$ cat config.mk
export PLATFORM = sky130hd
export DESIGN_NAME = display_arbiter
export DESIGN_NICKNAME = d
export VERILOG_FILES = /design/src/rtl/display_pkg.sv /design/src/rtl/display_arbiter_rr_pick.sv /design/src/rtl/display_arbiter.sv
export SDC_FILE = /design/constraint.sdc
export NUM_CORES = 1
export LEC_CHECK = 0
export CORE_ASPECT_RATIO = 1.2
export CORE_MARGIN = 2
export CORE_UTILIZATION = 38
export CTS_CLUSTER_SIZE = 28
export DETAILED_ROUTE_END_ITERATION = 7
export GPL_TIMING_DRIVEN = 0
export PLACE_DENSITY = 0.81
export SYNTH_ARGS = -nofsm -noshare
export SYNTH_HDL_FRONTEND = slang
export SYNTH_SLANG_ARGS = --single-unit
$ cat constraint.sdc
create_clock -name clk -period 2.3 [get_ports clk]
set_input_delay 0.46 -clock clk [delete_from_list [all_inputs] [get_ports clk]]
set_output_delay 0.46 -clock clk [all_outputs]
set_load 0.03 [all_outputs]
$ cat src/rtl/display_pkg.sv
// Shared constants and FSM state type for the display arbiter.
// Frames are four 8-bit digit codes packed little-endian by digit index.
package display_pkg;

  localparam int DIGIT_W    = 8;
  localparam int NUM_DIGITS = 4;
  localparam int FRAME_W    = DIGIT_W * NUM_DIGITS;

  localparam logic [FRAME_W-1:0] FRAME_BLANK = 32'h0000_0000;

  typedef enum logic {
    IDLE  = 1'b0,
    OWNED = 1'b1
  } arb_state_e;

endpackage

$ cat src/rtl/display_arbiter_rr_pick.sv
// rr_pick: combinational round-robin picker. Returns the first eligible
// requester above last_owner, wrapping to the lowest eligible index.
module rr_pick #(
  parameter int NUM_REQ = 2,
  parameter int IW      = 1
) (
  input  logic [NUM_REQ-1:0] req,
  input  logic [IW-1:0]      last_owner,
  input  logic [NUM_REQ-1:0] exclude,
  output logic               valid,
  output logic [IW-1:0]      index
);

  logic [NUM_REQ-1:0] elig;
  logic               hi_valid;
  logic [IW-1:0]      hi_index;
  logic [IW-1:0]      lo_index;

  assign elig  = req & ~exclude;
  assign valid = |elig;

  // Scanning downward lets the lowest matching index win in both searches.
  always_comb begin
    hi_valid = 1'b0;
    hi_index = '0;
    lo_index = '0;
    for (int i = NUM_REQ - 1; i >= 0; i--) begin
      if (elig[i]) begin
        lo_index = IW'(i);
        if (i > int'(last_owner)) begin
          hi_valid = 1'b1;
          hi_index = IW'(i);
        end
      end
    end
  end

  assign index = hi_valid ? hi_index : lo_index;

endmodule

$ cat src/rtl/display_arbiter.sv
// Time-sliced round-robin arbiter for a shared four-digit display.
// Define DISPLAY_ARB_BLANK_EN to blank the display while no one owns it.
module display_arbiter
  import display_pkg::*;
#(
  parameter int NUM_REQ      = 2,
  parameter int SLICE_CYCLES = 1_000_000
) (
  input  logic                       clk,
  input  logic                       rst_n,
  input  logic [NUM_REQ-1:0]         req,
  input  logic [NUM_REQ*FRAME_W-1:0] req_digits,
  output logic [NUM_REQ-1:0]         grant,
  output logic [FRAME_W-1:0]         four_digits,
  output logic                       busy
);

  localparam int IW = (NUM_REQ > 1) ? $clog2(NUM_REQ) : 1;
  localparam int CW = $clog2(SLICE_CYCLES);

  localparam logic [CW-1:0] SLICE_LAST = CW'(SLICE_CYCLES - 1);
  localparam logic [IW-1:0] OWNER_RST  = IW'(NUM_REQ - 1);

  // Handshake: req[i] is a level request; ownership is held while req[i]
  // stays high and is visible on grant one edge after req is sampled.
  arb_state_e           state, state_nx;
  logic [IW-1:0]        last_owner, last_owner_nx;
  logic [CW-1:0]        count, count_nx;
  logic [NUM_REQ-1:0]   grant_nx;
  logic [FRAME_W-1:0]   four_digits_nx;

  logic                 owner_req;
  logic [FRAME_W-1:0]   owner_frame;
  logic                 pick_valid;
  logic [IW-1:0]        pick_index;

  // In OWNED the grant vector is exactly the owner mask; in IDLE it is zero.
  rr_pick #(
    .NUM_REQ (NUM_REQ),
    .IW      (IW)
  ) u_pick (
    .req        (req),
    .last_owner (last_owner),
    .exclude    (grant),
    .valid      (pick_valid),
    .index      (pick_index)
  );

  // last_owner always names the current owner while OWNED.
  always_comb begin
    owner_req   = 1'b0;
    owner_frame = FRAME_BLANK;
    for (int i = 0; i < NUM_REQ; i++) begin
      if (last_owner == IW'(i)) begin
        owner_req   = req[i];
        owner_frame = req_digits[FRAME_W*i +: FRAME_W];
      end
    end
  end

  always_comb begin
    state_nx       = state;
    last_owner_nx  = last_owner;
    count_nx       = count;
    grant_nx       = grant;
    four_digits_nx = four_digits;
    case (state)
      IDLE: begin
        count_nx = '0;
`ifdef DISPLAY_ARB_BLANK_EN
        four_digits_nx = FRAME_BLANK;
`endif
        if (pick_valid) begin
          state_nx             = OWNED;
          grant_nx             = '0;
          grant_nx[pick_index] = 1'b1;
          last_owner_nx        = pick_index;
        end
      end
      OWNED: begin
        four_digits_nx = owner_frame;
        if (!owner_req || (count == SLICE_LAST)) begin
          count_nx = '0;
          if (pick_valid) begin
            grant_nx             = '0;
            grant_nx[pick_index] = 1'b1;
            last_owner_nx        = pick_index;
          end else if (!owner_req) begin
            state_nx = IDLE;
            grant_nx = '0;
`ifdef DISPLAY_ARB_BLANK_EN
            four_digits_nx = FRAME_BLANK;
`endif
          end
        end else begin
          count_nx = count + 1'b1;
        end
      end
      default: begin
        state_nx = IDLE;
        grant_nx = '0;
        count_nx = '0;
      end
    endcase
  end

  always_ff @(posedge clk or negedge rst_n) begin
    if (!rst_n) begin
      state       <= IDLE;
      last_owner  <= OWNER_RST;
      count       <= '0;
      grant       <= '0;
      four_digits <= FRAME_BLANK;
    end else begin
      state       <= state_nx;
      last_owner  <= last_owner_nx;
      count       <= count_nx;
      grant       <= grant_nx;
      four_digits <= four_digits_nx;
    end
  end

  assign busy = |grant;

endmodule

==> results_dict.tcl <==
set metrics [dict create \
    syn_area_per_cell_um2 10.0 \
    area_growth_pct 45.2 \
    timing.slew.headroom_pct 58.2 \
    antenna_found_initial 0 \
    worst-r2r-setup-slack_ns 0.28 \
    hpwl_mm 5.23 \
    crit_arrival_ns 1.69 \
    clock_skew_ns 0.0162 \
    outcome "finished clean" \
    place_area_um2 3900 \
    drv_cap 0 \
    slew_violations 0 \
    die_area_um2 7950 \
    vias_per_cell 5.11 \
    finalHoldViolCount 0 \
    wirelength_mm 6.81 \
    cts_buffers 5 \
    p_total_w 0.00468 \
    cts.path.max_buffers 2 \
    seq_area_frac_synth_pct 50.9 \
    cts.sinks 56 \
    hold_path.class "in2async" \
    yosys-top-cells-area "dfrtp_1, mux2i_1, a21oi_1" \
    synth.most_common_cell "dfrtp_1" \
    start_util_pct 38.5 \
    grt.overflow.total 0 \
    gp_congestion 0.873 \
    worstSetupPathType "reg2out" \
    synth_edf_count 0 \
    synth_top_area_share_pct 50.0 \
    start_kind "flop" \
    leakage_nw 1.63 \
    grt_pass1_wl_mm 10.8 \
    wire_per_inst_um 14.3 \
    path_clk_slew_ns 0.11 \
    pin_count 103 \
    rsz0062_at_grt "no" \
    fmax_mhz 466 \
    ant_nets 0 \
    timing.setup.tns_ns 0 \
    htreeDepth 2 \
    finalSetupViolations 0 \
    fin_util_pct 56.0 \
    grt_max_degree 32 \
    synth_fp_nets 344 \
    drt_pass1_iterations 4 \
    grt_use_total_pct 17.2 \
    path_max_fanout 5 \
    final_area_um2 4000 \
    powerDensity_nw_per_um2 1170 \
    critPathCaptureType "output pin" \
    synth_top_area_cell "dfrtp_1" \
    ys_types 43 \
    layout-drive-gt1-share_pct 5.70 \
    drt_iter0_drc 138 \
    ir_worst_vdd_v 0.000525 \
    diodes 0 \
    fp.dieH_um 97.3 \
    synthesis.area_um2 2750 \
    async_reset_ff_share_pct 100 \
    row_count 34 \
    nFillCells 603 \
    synth_cells 275 \
    drc 0 \
    coreArea_um2 7150 \
    ctsHoldBuffers 0 \
    cts_tree "done" \
    holdWs_ns 0.152 \
    yosysWarnings 0 \
    synth_common_cells "dfrtp_1, nor2_1, a21oi_1, mux2i_1" \
    worst_slew_pin_slew_ns 0.626 \
    cts_root_buf "clkbuf_8" \
    die_w_um 81.7 \
    vias 2432 \
    final.min_clock_period_ns 2.15 \
    required_ns 1.84 \
    ys.flop_type "dfrtp_1" \
    insertion_delay_ns 0.31 \
    fin_nets 454 \
    ys_ff_latch 56 \
    post-route-period-util_pct 93.3 \
    io_buffers 102 \
    grt_pass1_vias 2421 \
]
## repair_timing
action,CTS,global route
resized for setup,0,1
buffers inserted,0,0
setup endpoints to repair,0,10
## worst max-delay path: stages (launching register included)
cell	delay [ns]
dfrtp_1	0.46
or2_2	0.31
clkdlybuf4s50_1	0.61
## area by class of cell
class	count	area, µm²	share of cell area [%]
well taps	90	113	2.82
multi-input cells	202	1290	32.3
clock buffers	6	72.6	1.81
inverters	5	18.8	0.469
repair buffers	103	1040	25.9
clock inverters	2	16.3	0.407
plain buffers	12	50.0	1.25
flip-flops and latches	56	1400	35.1
## sequential cells by signal (all words and copies together) (netlist names)
register,count
count,20
state,1
last_owner,1
four_digits,32
grant,2
## path summary, 6_finish.rpt
path,from,endpoint,cells past startpoint
min,rst_n,four_digits[31],1
min reg2reg,count[0],count[0],1
max,grant[1],busy,2
min in group clk,count[0],count[0],1
max in group asynchronous,rst_n,last_owner,2
max reg2reg,count[0],count[12],6
## report_power, final
group	total, W	leakage, nW	internal [W]	switching [W]
clock network	0.000533	0.0414	0.000217	0.000315
logic	0.00260	0.908	0.00110	0.00150
registers	0.00155	0.683	0.00133	0.000216
total	0.00468	1.63	0.00265	0.00203
## metrics by stage
stage / setup WS, ns / std cells
after floorplan: 0.464 / 275
after global placement: -0.893 / 467
after detailed placement: 0.0712 / 468
after CTS: 0.154 / 476
after global routing: 0.0760 / 476
final: 0.154 / 476
## cell families (layout without fill, tap and decap cells)
logic type | Yosys count | after routing | synth area share [%]
simple gates | 100 | 100 | 18.4
flops | 56 | 56 | 50.9
compound gates | 55 | 55 | 11.5
mux | 33 | 33 | 12.0
buf+inv | 17 | 128 | 2.50
xor+xnor | 13 | 13 | 4.13
fa+ha+maj | 1 | 1 | 0.454
## per-layer routing
metal / part of all wire (%) / vias up / global-route usage (%)
met5: 0 / - / 0
met4: 1.0 / 0 / 5.64
li1: - / 1191 / -
met2: 50 / 83 / 30.6
met3: 7.6 / 8 / 3.07
met1: 41 / 1150 / 20.6
## cell usage in the layout (no fill, tap or decap), types with 2 or more instances in the layout
cell type / Yosys / layout
clkbuf_1: 5 / 6
nand2b_1: 3 / 3
buf_1: 3 / 3
or3_1: 6 / 6
xnor2_1: 9 / 9
dfrtp_1: 55 / 55
nor3_1: 4 / 4
a21oi_1: 37 / 37
nand2_1: 9 / 9
xor2_1: 4 / 4
or4_4: 2 / 2
nor2b_1: 2 / 2
nor2_1: 49 / 49
nand4_1: 5 / 5
nand3_1: 7 / 7
mux2i_1: 32 / 32
inv_1: 5 / 5
nor4_1: 3 / 3
clkbuf_8: 0 / 5
o21ai_0: 8 / 8
buf_2: 4 / 5
clkdlybuf4s50_1: 0 / 101
Power figures use the tool's default switching activity.
